### config.mk
export PLATFORM = sky130hd
export DESIGN_NAME = mem_port_arbiter
export DESIGN_NICKNAME = d
export VERILOG_FILES = /design/src/rtl/mem_arb_pkg.sv /design/src/rtl/mem_arb_select.sv /design/src/rtl/mem_port_arbiter.sv
export SDC_FILE = /design/constraint.sdc
export NUM_CORES = 1
export LEC_CHECK = 0
export ABC_AREA = 1
export CORE_ASPECT_RATIO = 1.75
export CORE_UTILIZATION = 37
export DETAILED_ROUTE_END_ITERATION = 10
export HOLD_SLACK_MARGIN = 0.03
export PLACE_DENSITY = 0.79
export SYNTH_ARGS = -nofsm -noshare
export SYNTH_HDL_FRONTEND = slang
export SYNTH_SLANG_ARGS = --single-unit
### constraint.sdc
create_clock -name clk -period 2.18 [get_ports clk]
set_input_delay 0.218 -clock clk [delete_from_list [all_inputs] [get_ports clk]]
set_output_delay 0.218 -clock clk [all_outputs]
set_load 0.005 [all_outputs]
### src/rtl/mem_arb_pkg.sv
// Shared types and default widths for the main-memory port arbiter.
// The default widths are also used by the control unit and the memory itself.
package mem_arb_pkg;

  localparam int MEM_ADDR_W = 10;
  localparam int MEM_DATA_W = 20;

  typedef enum logic [1:0] {
    IDLE  = 2'd0,
    ISSUE = 2'd1,
    WAIT  = 2'd2
  } arb_state_t;

  typedef enum logic {
    OWN_FETCH = 1'b0,
    OWN_DATA  = 1'b1
  } owner_t;

endpackage

### src/rtl/mem_arb_select.sv
// Winner selection between the fetch and data ports.
// Data has priority. With MEM_ARB_STARVE_GUARD_EN defined, a saturating
// counter of consecutive fetch losses forces a fetch win once it reaches
// FETCH_MAX_WAIT.
module mem_arb_select
  import mem_arb_pkg::*;
#(
  parameter int FETCH_MAX_WAIT = 4
) (
  input  logic clk,
  input  logic rst,
  input  logic arb_en,
  input  logic f_req,
  input  logic d_req,
  output logic owner,
  output logic any_req
);

`ifdef MEM_ARB_STARVE_GUARD_EN
  localparam int CNT_W = $clog2(FETCH_MAX_WAIT + 1);

  logic [CNT_W-1:0] starve_cnt;
  logic             force_fetch;

  // Pick the winner; a starved fetch overrides data priority
  always_comb begin
    any_req     = f_req | d_req;
    force_fetch = f_req && (starve_cnt == CNT_W'(FETCH_MAX_WAIT));
    owner       = (d_req && !force_fetch) ? OWN_DATA : OWN_FETCH;
  end

  // Count fetch losses at arbitration edges; clear on fetch win or idle fetch
  // NOTE: the async reset is in the sensitivity list so the counter clears
  // without needing a clock edge while rst is high.
  always_ff @(posedge clk or posedge rst) begin
    if (rst) begin
      starve_cnt <= '0;
    end else if (arb_en) begin
      if (f_req && owner == OWN_DATA) begin
        if (starve_cnt != CNT_W'(FETCH_MAX_WAIT)) starve_cnt <= starve_cnt + 1'b1;
      end else begin
        starve_cnt <= '0;
      end
    end
  end
`else
  logic unused_ok;

  // Strict data priority; clock, reset and strobe are not needed here
  always_comb begin
    any_req   = f_req | d_req;
    owner     = d_req ? OWN_DATA : OWN_FETCH;
    unused_ok = ^{clk, rst, arb_en};
  end
`endif

endmodule

### src/rtl/mem_port_arbiter.sv
// Two-port arbiter in front of the single-port main memory.
// Fetch port is read-only, data port is read/write and has priority.
// Every output is registered. Optional fetch starvation guard is enabled by
// defining MEM_ARB_STARVE_GUARD_EN.
module mem_port_arbiter
  import mem_arb_pkg::*;
#(
  parameter int ADDR_W         = MEM_ADDR_W,
  parameter int DATA_W         = MEM_DATA_W,
  parameter int MEM_LAT        = 1,
  parameter int FETCH_MAX_WAIT = 4
) (
  input  logic              clk,
  input  logic              rst,
  input  logic              f_req,
  input  logic [ADDR_W-1:0] f_addr,
  output logic              f_gnt,
  output logic              f_rvalid,
  output logic [DATA_W-1:0] f_rdata,
  input  logic              d_req,
  input  logic              d_we,
  input  logic [ADDR_W-1:0] d_addr,
  input  logic [DATA_W-1:0] d_wdata,
  output logic              d_gnt,
  output logic              d_rvalid,
  output logic [DATA_W-1:0] d_rdata,
  output logic              mem_en,
  output logic              mem_we,
  output logic [ADDR_W-1:0] mem_addr,
  output logic [DATA_W-1:0] mem_wdata,
  input  logic [DATA_W-1:0] mem_rdata,
  output logic              busy
);

  arb_state_t state;
  owner_t     owner_q;
  logic [1:0] lat_cnt;
  logic       sel_owner;
  logic       any_req;

  mem_arb_select #(
    .FETCH_MAX_WAIT(FETCH_MAX_WAIT)
  ) u_select (
    .clk    (clk),
    .rst    (rst),
    .arb_en (state == IDLE),
    .f_req  (f_req),
    .d_req  (d_req),
    .owner  (sel_owner),
    .any_req(any_req)
  );

  // Arbitration FSM with all handshake and memory-side outputs registered
  always_ff @(posedge clk or posedge rst) begin
    if (rst) begin
      state     <= IDLE;
      owner_q   <= OWN_FETCH;
      lat_cnt   <= '0;
      f_gnt     <= 1'b0;
      f_rvalid  <= 1'b0;
      f_rdata   <= '0;
      d_gnt     <= 1'b0;
      d_rvalid  <= 1'b0;
      d_rdata   <= '0;
      mem_en    <= 1'b0;
      mem_we    <= 1'b0;
      mem_addr  <= '0;
      mem_wdata <= '0;
      busy      <= 1'b0;
    end else begin
      // NOTE: pulses and memory-side outputs default to 0 each cycle and are
      // overridden below; non-blocking assignment makes the last write win
      // without any read-after-write ordering hazard inside the block.
      f_gnt     <= 1'b0;
      d_gnt     <= 1'b0;
      f_rvalid  <= 1'b0;
      d_rvalid  <= 1'b0;
      mem_en    <= 1'b0;
      mem_we    <= 1'b0;
      mem_addr  <= '0;
      mem_wdata <= '0;

      case (state)
        IDLE: begin
          if (any_req) begin
            state   <= ISSUE;
            busy    <= 1'b1;
            mem_en  <= 1'b1;
            owner_q <= owner_t'(sel_owner);
            if (sel_owner == OWN_DATA) begin
              d_gnt     <= 1'b1;
              mem_we    <= d_we;
              mem_addr  <= d_addr;
              mem_wdata <= d_wdata;
            end else begin
              f_gnt    <= 1'b1;
              mem_addr <= f_addr;
            end
          end else begin
            busy <= 1'b0;
          end
        end

        ISSUE: begin
          lat_cnt <= '0;
          if (mem_we) begin
            state <= IDLE;
            busy  <= 1'b0;
          end else begin
            state <= WAIT;
            busy  <= 1'b1;
          end
        end

        WAIT: begin
          if (lat_cnt == 2'(MEM_LAT - 1)) begin
            state <= IDLE;
            busy  <= 1'b0;
            if (owner_q == OWN_DATA) begin
              d_rdata  <= mem_rdata;
              d_rvalid <= 1'b1;
            end else begin
              f_rdata  <= mem_rdata;
              f_rvalid <= 1'b1;
            end
          end else begin
            lat_cnt <= lat_cnt + 1'b1;
          end
        end

        default: begin
          state <= IDLE;
          busy  <= 1'b0;
        end
      endcase
    end
  end

endmodule
==> metrics.md, run 1 <==
| Metric | Value |
|---|---|
| Gr usage total | `between 10% and 20%` |
| Synth Cell Area | `between 3000 and 4000 um^2` |
| Avg WL per Cell | `13.67 um` |
| Yosys warning total | `0` |
| Final ANT Viol Nets | `0` |
| Netlist cell types | `14` |
| Maximum Capacitance Violations | `0` |
| Share of layout cells above drive strength 1 | `6.445%` |
| DRC violations left | `7` |
| Slowest cell on crit path | `dfrtp_1` |
| Synthesis-stage register bit count | `a little over 80` |
| Hold WC Path Type | `in -> async` |
| Final worst path period need | `1.669 ns` |
| Clock Path Buffers | `2` |
| Worst-Skew Late Latency | `0.33 ns` |
| Final Wtd Congestion | `between 0.8 and 0.9` |
| Die Wd | `between 70 and 80 um` |
| First-pass GRT wire length | `12480 um` |
| Syn avg cell area | `9.266 um^2` |
| Final period utilization | `between 70 and 80%` |
| Iter 0 DRT Violations | `184` |
| CTS root buffer | `clkbuf_16` |
| Via Count | `2698` |
| CTS tree | `done` |
| Setup bufs post-CTS | `0` |
| Most common cell after layout, fill and taps aside | `nand2_1` |
| Type of the worst setup path | `reg -> reg` |
| I/O Pins | `142` |
| Top delay family on crit path | `simple AND/OR/NAND/NOR gates` |
| R2r worst-path depth | `6` |
| Failing checks | `DRC` |
| WHS | `0.3596 ns` |
| Synth Net Count | `402` |
| CP Cell Sequence | `inv_2, nor2_2, buf_4, nand2_1, nand2_1, nand2_1` |
| CP endpoint kind | `register` |
| Buf/Inv on CP | `2` |
| Initial antenna violation count | `0` |
| Vias in the first global route | `2677` |
| Rows | `43` |
| RSZ-0062 raised after global routing | `false` |
| Crit-path most repeated cell | `nand2_1` |
| WL final | `7804 um` |
| Worst vdd ir | `0.5722 mV` |
| Clk slew on worst S/H paths | `0.06 ns` |
| Cts hold-fix bufs | `0` |
| RR Startpoint | `state[1]` |
| Clock sinks | `slightly above 80` |
| PortBufs | `141` |
| R2r setup slk | `0.51 ns` |
| Non-Filler Cell Area, Final | `4903 um^2` |
| Fin. Hold Viols | `0` |
| Nets | `between 500 and 600` |
| Top post-synthesis cells by area | `dfrtp_1 66%, nand2_1 19%, nand3_1 5.5%` |
| RR Endpoint | `f_rdata[5]` |
| Status | `finished with violations` |
| Crit-path max FO | `21` |
| Sum Neg Setup Slack | `0 ns` |
| Post-synthesis sequential area ratio | `between 60% and 70%` |
| Cells after Synth | `335` |
| Ant. Diodes | `0` |
| Fmax | `599.0 MHz` |
| Detailed Place HPWL | `5852 um` |
| Post-synth top area share | `66.10%` |
| Fin Clk Skew | `0.006029 ns` |
| Core box area | `8016 um^2` |
| Area Overhead vs Synth | `57.96%` |
| Via density | `4.725` |
| Largest net degree at the start of global routing | `83` |
| Num CTS Buffers | `9` |
| Post-synth top area cell | `dfrtp_1` |
| GRT Residual Overflow | `0` |
| Die area | `8775 um^2` |
| Placed Area | `4602 um^2` |
| Max Slew Vio Count | `0` |
| Slew margin rel. | `54.26%` |
| Initial Util | `38.72%` |
| Die H | `about 120 um` |
| Commonest cells after routing, fill and taps aside | `154 x nand2_1, 141 x clkdlybuf4s50_1, 82 x dfrtp_1, 34 x nand3_1, 24 x nor2_1` |
| H-tree Lvls | `3` |
| CP max stage delay | `0.43 ns` |
| # setup viols final | `0` |
| Worst Path Required | `2.39 ns` |
| Leakage | `2.400 nW` |
| CP Data Arrival Time | `1.88 ns` |
| CTS resizes | `0` |
| Actual slew at the worst max-slew pin | `0.6845 ns` |
| 1st-pass router iterations | `7` |
| Power per cell area | `between 1000 and 1500 nW/um^2` |
| Worst Setup Start Kind | `register` |
| Layout Utilization | `61.17%` |
==> tightest hold or removal path, cell delays in order <==
cell and delay, ns:
clkdlybuf4s50_1 0.44, clkinvlp_4 0.10, buf_12 0.35
==> power by group <==
part	switching, mW	total [mW]	leakage [nW]	internal (mW)
registers	0.303	2.38	1.05	2.07
clock network	0.601	1.49	0.142	0.894
logic	0.997	2.27	1.21	1.27
==> final cells by class <==
cell class              instances  area (um^2)
well taps                      90        112.6
inverters                      14        56.30
flip-flops and latches         82         2052
fillers                       691         3113
clock buffers                   9        225.2
clock inverters                 7        76.32
repair buffers                147         1469
multi-input cells             222        912.1
==> per-stage QoR <==
stage	instances	total power, mW	setup WS [ns]
floorplan	335	3.254	0.9535
global placement	555	4.613	0.6024
detailed placement	555	4.698	0.5205
CTS	571	6.222	0.5063
global route	571	6.542	0.3587
finish	571	6.138	0.5107
==> how the worst max path moves through the flow <==
stage / cells past startpoint / from / slack [ns] / end
floorplan: 8 / lat_cnt[0] / 0.95 / f_rdata[0]
global placement: 7 / lat_cnt[0] / 0.60 / d_rdata[12]
detailed placement: 6 / state[1] / 0.52 / f_rdata[5]
CTS: 6 / state[1] / 0.51 / f_rdata[5]
global route: 6 / state[1] / 0.36 / f_rdata[16]
finish: 6 / state[1] / 0.51 / f_rdata[5]
==> sequential cells by signal (all words and copies together), names as in the netlist <==
name / cells
f_gnt: 1
f_rdata: 20
lat_cnt: 2
mem_en: 1
mem_addr: 10
f_rvalid: 1
busy: 1
mem_we: 1
d_rvalid: 1
mem_wdata: 20
d_gnt: 1
owner_q: 1
d_rdata: 20
state: 2
==> cells by family after synthesis <==
kind of cell,count (synthesis),share of synthesized area (%)
and+or+nand+nor,218,28.25
DFF,82,66.10
buffers and inverters,31,4.514
AOI/OAI and AO/OA,2,0.3225
adders and majority gates,2,0.8060
==> synthesized netlist by cell type <==
library cell / number
inv_1: 10
nand3b_1: 1
nor2_2: 4
buf_4: 2
inv_2: 4
nor2_1: 24
nand4_1: 1
ha_1: 2
nand2_1: 154
o21ai_0: 2
buf_2: 13
nand3_1: 34
dfrtp_1: 82
clkbuf_1: 2
==> per-layer routing <==
| layer | up-vias | part of all wire, % | global-route usage [%] |
|---|---|---|---|
| li1 | 1309 | - | - |
| met1 | 1274 | 35 | 19.23 |
| met2 | 96 | 56 | 35.18 |
| met3 | 19 | 4.9 | 3.993 |
| met4 | 0 | 3.4 | 11.25 |
| met5 | - | 0 | 0 |
Note: power is estimated with default switching activity, not from simulation.
==> inputs of run 2 (changes only) <==
Settings changed: CORE_UTILIZATION 37 to 41, PLACE_DENSITY 0.79 to 0.82.
Clock period 2.18 ns to 1.6 ns, I/O delays scaled along.
==> metrics.md, run 2 (synthesis results as in run 1) <==
| Metric | Value |
|---|---|
| Status | `completed` |
| WL final | `8052 um` |
| WHS | `approximately 0.16 ns` |
| Via Count | `~2800` |
| Commonest cells after routing, fill and taps aside | `154 x nand2_1, 141 x clkdlybuf4s50_1, 82 x dfrtp_1, 34 x nand3_1, 24 x nor2_1` |
| Hold WC Path Type | `in -> async` |
| Sum Neg Setup Slack | `0 ns` |
| CTS tree | `done` |
| RSZ-0062 raised after global routing | `false` |
| # setup viols final | `0` |
| Comb pwr share | `between 30% and 40%` |
| Actual slew at the worst max-slew pin | `0.6093 ns` |
| Switching share of power | `between 20% and 30%` |
| I/O Pins | `roughly 140` |
| P_int | `approximately 6.0 mW` |
| Largest net degree at the start of global routing | `37` |
| Die area | `7937 um^2` |
| Via density | `4.837` |
| DRC violations left | `0` |
| Type of the worst setup path | `reg -> reg` |
| Gr usage total | `22.36%` |
| Initial Util | `between 40% and 50%` |
| Worst Setup Start Kind | `register` |
| Die H | `117.1 um` |
| Vias in the first global route | `2729` |
| P_sw | `2.571 mW` |
| Crit-path max FO | `20` |
| Clock power share | `25.3%` |
| CP Data Arrival Time | `approximately 1.7 ns` |
| Initial antenna violation count | `0` |
| Die Wd | `67.78 um` |
| Fmax | `just over 700 MHz` |
| Worst-Skew Late Latency | `0.33 ns` |
| Setup bufs post-CTS | `0` |
| Slew margin rel. | `59.34%` |
| Most common cell after layout, fill and taps aside | `nand2_1` |
| First-pass GRT wire length | `12750 um` |
| Fin Clk Skew | `0.005785 ns` |
| Fillcell total | `592` |
| R2r worst-path depth | `7` |
| Num CTS Buffers | `9` |
| CTS root buffer | `clkbuf_16` |
| Leakage | `2.440 nW` |
| Top flop regs | `d_rdata (20), f_rdata (20), mem_wdata (20)` |
| Rows | `41` |
| H-tree Lvls | `3` |
| Clock sinks | `82` |
| Nets | `547` |
| Worst Path Required | `1.87 ns` |
| Share of layout cells above drive strength 1 | `under 10%` |
| Ant. Diodes | `0` |
| Iter 0 DRT Violations | `255` |
| Detailed Place HPWL | `about 5900 um` |
| Power per cell area | `1727 nW/um^2` |
| Clk slew on worst S/H paths | `0.06 ns` |
| Final period utilization | `between 80 and 90%` |
| Layout Utilization | `about two thirds` |
| CTS resizes | `0` |
| Maximum Capacitance Violations | `0` |
| 1st-pass router iterations | `5` |
| Max Slew Vio Count | `0` |
| Core box area | `7284 um^2` |
| Sequential power share | `37.8%` |
| Final ANT Viol Nets | `0` |
| Worst vdd ir | `1.010 mV` |
| GRT Residual Overflow | `0` |
| Final Wtd Congestion | `~0.8` |
| CP endpoint kind | `register` |
| PortBufs | `141` |
| Cts hold-fix bufs | `0` |
| Area Overhead vs Synth | `60.18%` |
| Clock Path Buffers | `2` |
| Fin. Hold Viols | `0` |
| Final worst path period need | `1.409 ns` |
| Avg WL per Cell | `around 14 um` |
run 2: path summary, 6_finish.rpt:
kind	start	endpoint	slack [ns]
max in group asynchronous	rst	lat_cnt[0]	0.88
min reg2reg	f_rdata[0]	f_rdata[0]	0.47
max	lat_cnt[0]	f_rdata[19]	0.19
max reg2reg	lat_cnt[0]	f_rdata[19]	0.19
min	rst	d_rvalid	0.16
min in group clk	d_wdata[6]	mem_wdata[6]	0.36
run 2: power groups by stage:
stage	clock, mW	sequential [mW]	combinational (mW)
after floorplan	0	3.28	1.15
after global routing	2.29	3.32	3.54
after global placement	0	3.24	3.11
final	2.17	3.24	3.17
after detailed placement	0	3.27	3.19
after CTS	2.22	3.24	3.23
run 2: per-stage QoR:
step | total power [mW] | worst slack (ns) | cell area, um^2 | cells
2_1_floorplan | 4.433 | 0.3735 | 3108 | 335
3_3_place_gp | 6.345 | 0.3280 | 4652 | 555
3_5_place_dp | 6.465 | 0.2419 | 4652 | 555
4_1_cts | 8.689 | 0.1952 | 4972 | 571
5_1_grt | 9.148 | 0.02999 | 4972 | 571
6_report | 8.587 | 0.1913 | 4972 | 571
run 2: layer usage:
metal / global-route usage [%] / vias up / wire length, um
li1: - / 1318 / -
met1: 23.30 / 1317 / 2715
met2: 39.80 / 107 / 4618
met3: 5.717 / 20 / 444
met4: 11.94 / 0 / 274
met5: 0 / - / 0
run 2: final cells by class:
cell class	instances	area, um^2	share of cell area [%]
Clock inverter	5	77.57	1.560
Clock buffer	11	242.7	4.882
Multi-Input combinational cell	222	912.1	18.34
Tap cell	86	107.6	2.164
Timing Repair Buffer	151	1524	30.65
Sequential cell	82	2052	41.27
Inverter	14	56.30	1.132
run 2: worst max-delay path, cell delays in order (launching register included):
cell and delay (ns):
dfrtp_1 0.38, inv_1 0.11, ha_1 0.19, inv_1 0.06, nor2_1 0.11, buf_4 0.26, nand3_1 0.14, nand2_1 0.10
